--- config.mk ---
export PLATFORM = sky130hd
export DESIGN_NAME = alu_n_bit_seq_flat
export DESIGN_NICKNAME = d
export VERILOG_FILES = /design/src/rtl/alu_n_bit_seq_if.sv /design/src/rtl/alu_n_bit_seq.sv /design/src/flat_wrapper.sv
export SDC_FILE = /design/constraint.sdc
export NUM_CORES = 1
export LEC_CHECK = 0
export BUFFER_PORTS_ARGS = -buffer_cell sky130_fd_sc_hd__buf_2
export CAP_MARGIN = 20
export CORE_MARGIN = 1.5
export CORE_UTILIZATION = 55
export DETAILED_ROUTE_END_ITERATION = 10
export PLACE_DENSITY_LB_ADDON = 0.05
export SETUP_SLACK_MARGIN = 0.02
export SLEW_MARGIN = 20
export SYNTH_ARGS = -nofsm -noshare
export SYNTH_HDL_FRONTEND = slang
export SYNTH_SLANG_ARGS = --single-unit
--- constraint.sdc ---
create_clock -name Clock_In -period 2.8 [get_ports Clock_In]
set_input_delay 0.14 -clock Clock_In [delete_from_list [all_inputs] [get_ports Clock_In]]
set_output_delay 0.14 -clock Clock_In [all_outputs]
set_load 0.005 [all_outputs]
--- src/rtl/alu_n_bit_seq_if.sv ---
// Controller <-> ALU bundle: operation issue, handshake and result/flags.
// The controller drives the master side, the ALU the slave side.
interface alu_n_bit_seq_if #(
    parameter int DATA_WIDTH = 8
);
    logic                  Start_In;
    logic [DATA_WIDTH-1:0] Data_A_In;
    logic [DATA_WIDTH-1:0] Data_B_In;
    logic                  Carry_Borrowb_In;
    logic [3:0]            Operation_Select_In;
    logic                  Busy_Out;
    logic                  Done_Out;
    logic [DATA_WIDTH-1:0] Result_Out;
    logic [DATA_WIDTH-1:0] Result_High_Out;
    logic                  Carry_Out;
    logic                  Zero_Out;
    logic                  Negative_Out;
    logic                  Overflow_Out;

    modport master (
        output Start_In, Data_A_In, Data_B_In,
        output Carry_Borrowb_In, Operation_Select_In,
        input  Busy_Out, Done_Out, Result_Out, Result_High_Out,
        input  Carry_Out, Zero_Out, Negative_Out, Overflow_Out
    );

    modport slave (
        input  Start_In, Data_A_In, Data_B_In,
        input  Carry_Borrowb_In, Operation_Select_In,
        output Busy_Out, Done_Out, Result_Out, Result_High_Out,
        output Carry_Out, Zero_Out, Negative_Out, Overflow_Out
    );
endinterface

--- src/rtl/alu_n_bit_seq.sv ---
// Registered N-bit ALU with Start/Busy/Done handshake.
// Single-cycle arithmetic/logic/shift; iterative unsigned MUL and DIV.
module alu_n_bit_seq #(
    parameter int DATA_WIDTH = 8
) (
    input logic            Clock_In,
    input logic            Reset_In,
    alu_n_bit_seq_if.slave alu_if
);
    localparam int W  = DATA_WIDTH;
    localparam int CW = $clog2(DATA_WIDTH);
    localparam logic [CW-1:0] CNT_INIT = CW'(DATA_WIDTH - 1);

    localparam logic [3:0] OP_ADD = 4'h0;
    localparam logic [3:0] OP_ADC = 4'h1;
    localparam logic [3:0] OP_SUB = 4'h2;
    localparam logic [3:0] OP_SBB = 4'h3;
    localparam logic [3:0] OP_INC = 4'h4;
    localparam logic [3:0] OP_DEC = 4'h5;
    localparam logic [3:0] OP_AND = 4'h6;
    localparam logic [3:0] OP_OR  = 4'h7;
    localparam logic [3:0] OP_XOR = 4'h8;
    localparam logic [3:0] OP_NOT = 4'h9;
    localparam logic [3:0] OP_SHL = 4'hA;
    localparam logic [3:0] OP_SHR = 4'hB;
    localparam logic [3:0] OP_ASR = 4'hC;
    localparam logic [3:0] OP_CMP = 4'hD;
    localparam logic [3:0] OP_MUL = 4'hE;
    localparam logic [3:0] OP_DIV = 4'hF;

    typedef enum logic {IDLE, RUN} state_t;

    state_t          state_q, state_d;
    logic [CW-1:0]   cnt_q, cnt_d;
    logic [W-1:0]    opnd_q, opnd_d;
    logic            is_div_q, is_div_d;
    logic [2*W-1:0]  acc_q, acc_d;
    logic [W-1:0]    res_q, res_d;
    logic [W-1:0]    resh_q, resh_d;
    logic            c_q, c_d;
    logic            z_q, z_d;
    logic            n_q, n_d;
    logic            v_q, v_d;
    logic            done_q, done_d;

    logic [W-1:0]    a, b, add_b;
    logic [3:0]      op;
    logic            cin, add_c, add_v;
    logic [W:0]      sum;

    logic [W:0]      mul_sum;
    logic [2*W-1:0]  mul_acc;
    logic [W:0]      prem, diff;
    logic [2*W-1:0]  div_acc;
    logic [2*W-1:0]  iter_acc;

    // Shared adder: every subtract becomes A + ~B + c
    always_comb begin
        a     = alu_if.Data_A_In;
        b     = alu_if.Data_B_In;
        op    = alu_if.Operation_Select_In;
        cin   = alu_if.Carry_Borrowb_In;
        add_b = b;
        add_c = 1'b0;
        unique case (op)
            OP_ADC: add_c = cin;
            OP_SUB, OP_CMP: begin
                add_b = ~b;
                add_c = 1'b1;
            end
            OP_SBB: begin
                add_b = ~b;
                add_c = cin;
            end
            OP_INC: begin
                add_b = '0;
                add_c = 1'b1;
            end
            OP_DEC: add_b = '1;
            default: ;
        endcase
        sum   = {1'b0, a} + {1'b0, add_b} + {{W{1'b0}}, add_c};
        add_v = (a[W-1] == add_b[W-1]) && (sum[W-1] != a[W-1]);
    end

    // One shift-add or restoring-divide step on the accumulator
    always_comb begin
        mul_sum  = {1'b0, acc_q[2*W-1:W]}
                 + {1'b0, (acc_q[0] ? opnd_q : {W{1'b0}})};
        mul_acc  = {mul_sum, acc_q[W-1:1]};
        prem     = acc_q[2*W-1:W-1];
        diff     = prem - {1'b0, opnd_q};
        div_acc  = diff[W] ? {prem[W-1:0], acc_q[W-2:0], 1'b0}
                           : {diff[W-1:0], acc_q[W-2:0], 1'b1};
        iter_acc = is_div_q ? div_acc : mul_acc;
    end

    // Next-state, iteration control and output loading
    always_comb begin
        state_d  = state_q;
        cnt_d    = cnt_q;
        opnd_d   = opnd_q;
        is_div_d = is_div_q;
        acc_d    = acc_q;
        res_d    = res_q;
        resh_d   = resh_q;
        c_d      = c_q;
        z_d      = z_q;
        n_d      = n_q;
        v_d      = v_q;
        done_d   = 1'b0;
        unique case (state_q)
            IDLE: begin
                if (alu_if.Start_In) begin
                    if (op == OP_MUL || (op == OP_DIV && b != '0)) begin
                        state_d  = RUN;
                        cnt_d    = CNT_INIT;
                        is_div_d = (op == OP_DIV);
                        opnd_d   = (op == OP_DIV) ? b : a;
                        acc_d    = {{W{1'b0}}, ((op == OP_DIV) ? a : b)};
                    end else begin
                        done_d = 1'b1;
                        resh_d = '0;
                        c_d    = 1'b0;
                        v_d    = 1'b0;
                        unique case (op)
                            OP_ADD, OP_ADC, OP_SUB,
                            OP_SBB, OP_INC, OP_DEC: begin
                                res_d = sum[W-1:0];
                                c_d   = sum[W];
                                v_d   = add_v;
                            end
                            OP_AND: res_d = a & b;
                            OP_OR:  res_d = a | b;
                            OP_XOR: res_d = a ^ b;
                            OP_NOT: res_d = ~a;
                            OP_SHL: begin
                                res_d = {a[W-2:0], cin};
                                c_d   = a[W-1];
                            end
                            OP_SHR: begin
                                res_d = {cin, a[W-1:1]};
                                c_d   = a[0];
                            end
                            OP_ASR: begin
                                res_d = {a[W-1], a[W-1:1]};
                                c_d   = a[0];
                            end
                            OP_CMP: begin
                                res_d = a;
                                c_d   = sum[W];
                                v_d   = add_v;
                            end
                            default: begin
                                // divide by zero
                                res_d  = '1;
                                resh_d = a;
                                v_d    = 1'b1;
                            end
                        endcase
                        z_d = (res_d == '0);
                        n_d = res_d[W-1];
                        if (op == OP_CMP) begin
                            z_d = (sum[W-1:0] == '0);
                            n_d = sum[W-1];
                        end
                    end
                end
            end
            RUN: begin
                acc_d = iter_acc;
                if (cnt_q == '0) begin
                    state_d = IDLE;
                    done_d  = 1'b1;
                    res_d   = iter_acc[W-1:0];
                    resh_d  = iter_acc[2*W-1:W];
                    c_d     = 1'b0;
                    if (is_div_q) begin
                        z_d = (iter_acc[W-1:0] == '0);
                        n_d = iter_acc[W-1];
                        v_d = 1'b0;
                    end else begin
                        z_d = (iter_acc == '0);
                        n_d = iter_acc[2*W-1];
                        v_d = (iter_acc[2*W-1:W] != '0);
                    end
                end else begin
                    cnt_d = cnt_q - CW'(1);
                end
            end
            default: state_d = IDLE;
        endcase
    end

    // State and output registers; reset aborts any running operation
    always_ff @(posedge Clock_In or posedge Reset_In) begin
        if (Reset_In) begin
            state_q  <= IDLE;
            cnt_q    <= '0;
            opnd_q   <= '0;
            is_div_q <= 1'b0;
            acc_q    <= '0;
            res_q    <= '0;
            resh_q   <= '0;
            c_q      <= 1'b0;
            z_q      <= 1'b0;
            n_q      <= 1'b0;
            v_q      <= 1'b0;
            done_q   <= 1'b0;
        end else begin
            state_q  <= state_d;
            cnt_q    <= cnt_d;
            opnd_q   <= opnd_d;
            is_div_q <= is_div_d;
            acc_q    <= acc_d;
            res_q    <= res_d;
            resh_q   <= resh_d;
            c_q      <= c_d;
            z_q      <= z_d;
            n_q      <= n_d;
            v_q      <= v_d;
            done_q   <= done_d;
        end
    end

    assign alu_if.Busy_Out        = (state_q == RUN);
    assign alu_if.Done_Out        = done_q;
    assign alu_if.Result_Out      = res_q;
    assign alu_if.Result_High_Out = resh_q;
    assign alu_if.Carry_Out       = c_q;
    assign alu_if.Zero_Out        = z_q;
    assign alu_if.Negative_Out    = n_q;
    assign alu_if.Overflow_Out    = v_q;
endmodule

--- src/flat_wrapper.sv ---
// flat-port wrapper written by rule: the top's interface ports become plain ports
module alu_n_bit_seq_flat 
#(
    parameter int DATA_WIDTH = 8
)
  (Clock_In, Reset_In, alu_if_Start_In, alu_if_Data_A_In, alu_if_Data_B_In, alu_if_Carry_Borrowb_In, alu_if_Operation_Select_In, alu_if_Busy_Out, alu_if_Done_Out, alu_if_Result_Out, alu_if_Result_High_Out, alu_if_Carry_Out, alu_if_Zero_Out, alu_if_Negative_Out, alu_if_Overflow_Out);
  alu_n_bit_seq_if #(.DATA_WIDTH(DATA_WIDTH)) alu_if_i ();
  input logic Clock_In;
  input logic Reset_In;
  input wire logic [$bits(alu_if_i.Start_In)-1:0] alu_if_Start_In;
  input wire logic [$bits(alu_if_i.Data_A_In)-1:0] alu_if_Data_A_In;
  input wire logic [$bits(alu_if_i.Data_B_In)-1:0] alu_if_Data_B_In;
  input wire logic [$bits(alu_if_i.Carry_Borrowb_In)-1:0] alu_if_Carry_Borrowb_In;
  input wire logic [$bits(alu_if_i.Operation_Select_In)-1:0] alu_if_Operation_Select_In;
  output wire logic [$bits(alu_if_i.Busy_Out)-1:0] alu_if_Busy_Out;
  output wire logic [$bits(alu_if_i.Done_Out)-1:0] alu_if_Done_Out;
  output wire logic [$bits(alu_if_i.Result_Out)-1:0] alu_if_Result_Out;
  output wire logic [$bits(alu_if_i.Result_High_Out)-1:0] alu_if_Result_High_Out;
  output wire logic [$bits(alu_if_i.Carry_Out)-1:0] alu_if_Carry_Out;
  output wire logic [$bits(alu_if_i.Zero_Out)-1:0] alu_if_Zero_Out;
  output wire logic [$bits(alu_if_i.Negative_Out)-1:0] alu_if_Negative_Out;
  output wire logic [$bits(alu_if_i.Overflow_Out)-1:0] alu_if_Overflow_Out;
  assign alu_if_i.Start_In = alu_if_Start_In;
  assign alu_if_i.Data_A_In = alu_if_Data_A_In;
  assign alu_if_i.Data_B_In = alu_if_Data_B_In;
  assign alu_if_i.Carry_Borrowb_In = alu_if_Carry_Borrowb_In;
  assign alu_if_i.Operation_Select_In = alu_if_Operation_Select_In;
  assign alu_if_Busy_Out = alu_if_i.Busy_Out;
  assign alu_if_Done_Out = alu_if_i.Done_Out;
  assign alu_if_Result_Out = alu_if_i.Result_Out;
  assign alu_if_Result_High_Out = alu_if_i.Result_High_Out;
  assign alu_if_Carry_Out = alu_if_i.Carry_Out;
  assign alu_if_Zero_Out = alu_if_i.Zero_Out;
  assign alu_if_Negative_Out = alu_if_i.Negative_Out;
  assign alu_if_Overflow_Out = alu_if_i.Overflow_Out;
  alu_n_bit_seq #(.DATA_WIDTH(DATA_WIDTH)) u_core (.Clock_In(Clock_In), .Reset_In(Reset_In), .alu_if(alu_if_i));
endmodule
==> impl_metrics.py <==
metrics = {
    "status": {
        "status": "finished with violations",
        "violations": "hold timing, setup timing",
    },
    "routing": {
        "wire_per_inst_um": 18.9,
        "vias": 5239,
        "viasPerCell": 6.13,
        "drt_iter0_markers": 393,
        "totalWireLength_um": 16100,
        "drtAntennaViolNets": 0,
        "drtPass1Iterations": 5,
        "drcViolationCount": 0,
    },
    "setup_path": {
        "reg2reg_from": "u_core.acc_q[7]",
        "path_class": "reg -> reg",
        "startpoint_type": "register",
        "cp.required_ps": 3000,
        "critical_path_arrival_ps": 3110,
        "rr_worst_depth": 12,
        "crit_path_end_kind": "register",
        "reg2reg_slack_ps": -110,
        "startpoint": "u_core.acc_q[7]",
        "timing.rr.end": "u_core.alu_if.Overflow_Out",
        "endpoint": "u_core.alu_if.Overflow_Out",
        "worstPathMaxFanout": 4,
    },
    "synthesis": {
        "syn_inst": 628,
        "yosysMostFrequentCell": "a21oi_1",
        "synth_area_leaders": "dfrtp_1 26%, ha_1 10%, a21oi_1 8.2%",
        "ys.flop_type": "dfrtp_1",
        "async_reset_ff_share_pct": 100,
        "netlist_top_cells_count": "80 x a21oi_1, 76 x nor2_1, 50 x dfrtp_1",
        "avgSynthCellArea_um2": 7.79,
        "yosys_warnings": 0,
        "ys_types": 71,
        "seq_area_frac_synth_pct": 25.6,
        "syn_area_um2": 4890,
        "synth_nets": 697,
        "synth_top_area_share_pct": 25.6,
        "synth_edf_count": 0,
        "synth_seq_cells": 50,
        "synth_area_leader_cell": "dfrtp_1",
    },
    "cts": {
        "cts_buffers": 5,
        "cts_buffer_depth": 2,
        "clock-root-buffer": "clkbuf_8",
        "clkTransAtPathRegs_ps": 90,
        "worstSkewPairLatency_ps": 300,
        "clock-sinks": 50,
        "ctsHoldBuffers": 0,
        "tritoncts": "done",
        "htree_levels": 2,
    },
    "sta": {
        "hold_violations": 50,
        "period_share_pct": 104,
        "fin_crit_ps": 2910,
        "rsz0062_at_grt": "true",
        "post-route-worst-setup-slack_ps": -111,
        "worst_slew_pin_slew_ps": 861,
        "setup_viol": 2,
        "skew_ps": 7.02,
        "slew_viol_final": 0,
        "fmax_mhz": 344,
        "holdWs_ps": -33.1,
        "relSlewSlack_pct": 42.6,
    },
    "floorplan": {
        "io-pin-count": 46,
        "core_area_um2": 8680,
        "row_count": 34,
        "dieArea_um2": 9470,
        "die_w_um": 97.3,
        "start_util_pct": 56.3,
        "die_y_um": 97.3,
    },
    "grt": {
        "antenna_found_initial": 0,
        "grt_remaining_overflow": 0,
        "grt_pass1_vias": 5124,
        "grtUsageTotal_pct": 33.6,
        "grt_pass1_wl_um": 25500,
        "grt_max_degree": 51,
    },
    "placed_design": {
        "dp.cells": 838,
        "dpl.hpwl_um": 12300,
        "gp_congestion": 0.939,
        "port_buffers": 45,
        "place_ws_ps": -614,
    },
    "finish": {
        "fill_cells": 703,
        "antenna_cells": 0,
        "drive_above_1_share_pct": 28.2,
        "syn_to_final_growth_pct": 28.5,
        "fin_cells": 855,
        "final_nets": 816,
    },
    "run": {
        "cap_viol_max_count": 0,
    },
    "power": {
        "power.density_nw_per_um2": 928,
        "ir_worst_vdd_mv": 0.343,
        "p_leak_nw": 2.98,
    },
    "worst_hold_path": {
        "hp-class": "in -> async",
    },
}
registers in the layout (all words and copies together), names as in the netlist:
register / count
u_core.alu_if.Carry_Out: 1
u_core.opnd_q: 8
u_core.acc_q: 16
u_core.alu_if.Busy_Out: 1
u_core.alu_if.Negative_Out: 1
u_core.alu_if.Result_Out: 8
u_core.alu_if.Zero_Out: 1
u_core.cnt_q: 3
u_core.alu_if.Result_High_Out: 8
u_core.alu_if.Done_Out: 1
u_core.is_div_q: 1
u_core.alu_if.Overflow_Out: 1
critical path, stage by stage, from the launching register on:
cell       delay [ps]
dfrtp_1           390
inv_1              60
ha_2              180
inv_2              40
fa_2              340
a21o_1            180
nand4_1           150
a21o_1            160
and3_4            240
mux2_4            330
a211oi_2          300
nand4bb_4         170
a41o_1            260
logic make-up after synthesis:
kind of cell             count (synthesis)  share of synthesized area [%]
AO/OA/AOI/OAI                          212                           27.7
AND/OR/NAND/NOR                        206                           20.5
buffers and inverters                   75                           6.01
flip-flops                              50                           25.6
adder cells (fa/ha/maj)                 45                           12.1
multiplexers                            25                           5.30
XOR/XNOR                                15                           2.69
placed cells by master, fill, tap and decap left out, drive strengths merged, types with 4 or more instances in the layout:
| cell | n |
|---|---|
| a221oi | 4 |
| nand4 | 7 |
| dfrtp | 50 |
| o31ai | 5 |
| nor3b | 5 |
| nand2 | 48 |
| mux2 | 4 |
| inv | 38 |
| a211oi | 10 |
| clkbuf | 5 |
| ha | 41 |
| clkinv | 4 |
| nand3 | 14 |
| o21a | 6 |
| a221o | 4 |
| and2 | 10 |
| a21oi | 81 |
| fa | 4 |
| mux2i | 21 |
| a22o | 8 |
| a31oi | 11 |
| a21o | 11 |
| buf | 146 |
| xnor2 | 9 |
| a22oi | 5 |
| nor2b | 10 |
| nor3 | 6 |
| nor2 | 76 |
| o21ai | 34 |
| nand2b | 7 |
| xor2 | 6 |
| o31a | 5 |
| o22ai | 4 |
where the power goes:
part	total, mW	leakage [nW]	switching (mW)	internal (mW)
clock network	0.505	0.0542	0.242	0.263
registers	1.34	0.601	0.275	1.06
logic	3.99	2.32	2.05	1.94
total	5.83	2.98	2.57	3.27
per-stage QoR:
step | setup TNS, ps | cell area [um^2] | power [mW] | util [%]
after floorplan | -2480 | 5000 | 3.41 | -
after global placement | -3110 | 5850 | 4.68 | 67.4
after detailed placement | -4320 | 5850 | 4.81 | 67.4
after CTS | -182 | 6170 | 5.59 | 71.1
after global routing | -604 | 6280 | 6.26 | 72.4
final | -163 | 6280 | 5.83 | 72.4
what timing repair did:
action,4_1_cts,5_1_grt
setup endpoints to repair,15,14
pin swaps,40,24
hold endpoints to repair,0,0
resized for setup,36,20
setup buffers,12,4
per-layer routing:
layer  share of wire [%]  wire length (um)  GRT usage [%]  vias up
met4                 6.0               974           20.3        0
met2                  49              7830           57.9      202
met3                 6.0               968           3.74       63
li1                    -                 -              -     2524
met5                   0                 0              0        -
met1                  39              6360           40.4     2450
cell type report:
type                    count  area [um^2]  area share (%)
clock buffers               5         68.8            1.09
clock inverters             2         38.8           0.617
inverters                  41          158            2.51
multi-input cells         503         3610            57.4
flip-flops and latches     50         1250            19.9
well taps                 108          135            2.15
repair buffers            146         1020            16.3
worst min-delay path by stage:
stage | end | cells after the start | slack [ps]
2_1_floorplan | u_core.alu_if.Result_High_Out[0] | 2 | 290
3_3_place_gp | u_core.cnt_q[0] | 2 | 440
3_5_place_dp | u_core.cnt_q[0] | 2 | 460
4_1_cts | u_core.cnt_q[0] | 2 | 120
5_1_grt | u_core.cnt_q[0] | 2 | 40
6_report | u_core.cnt_q[1] | 2 | -30
No activity file was read; power rests on OpenSTA's default activity.
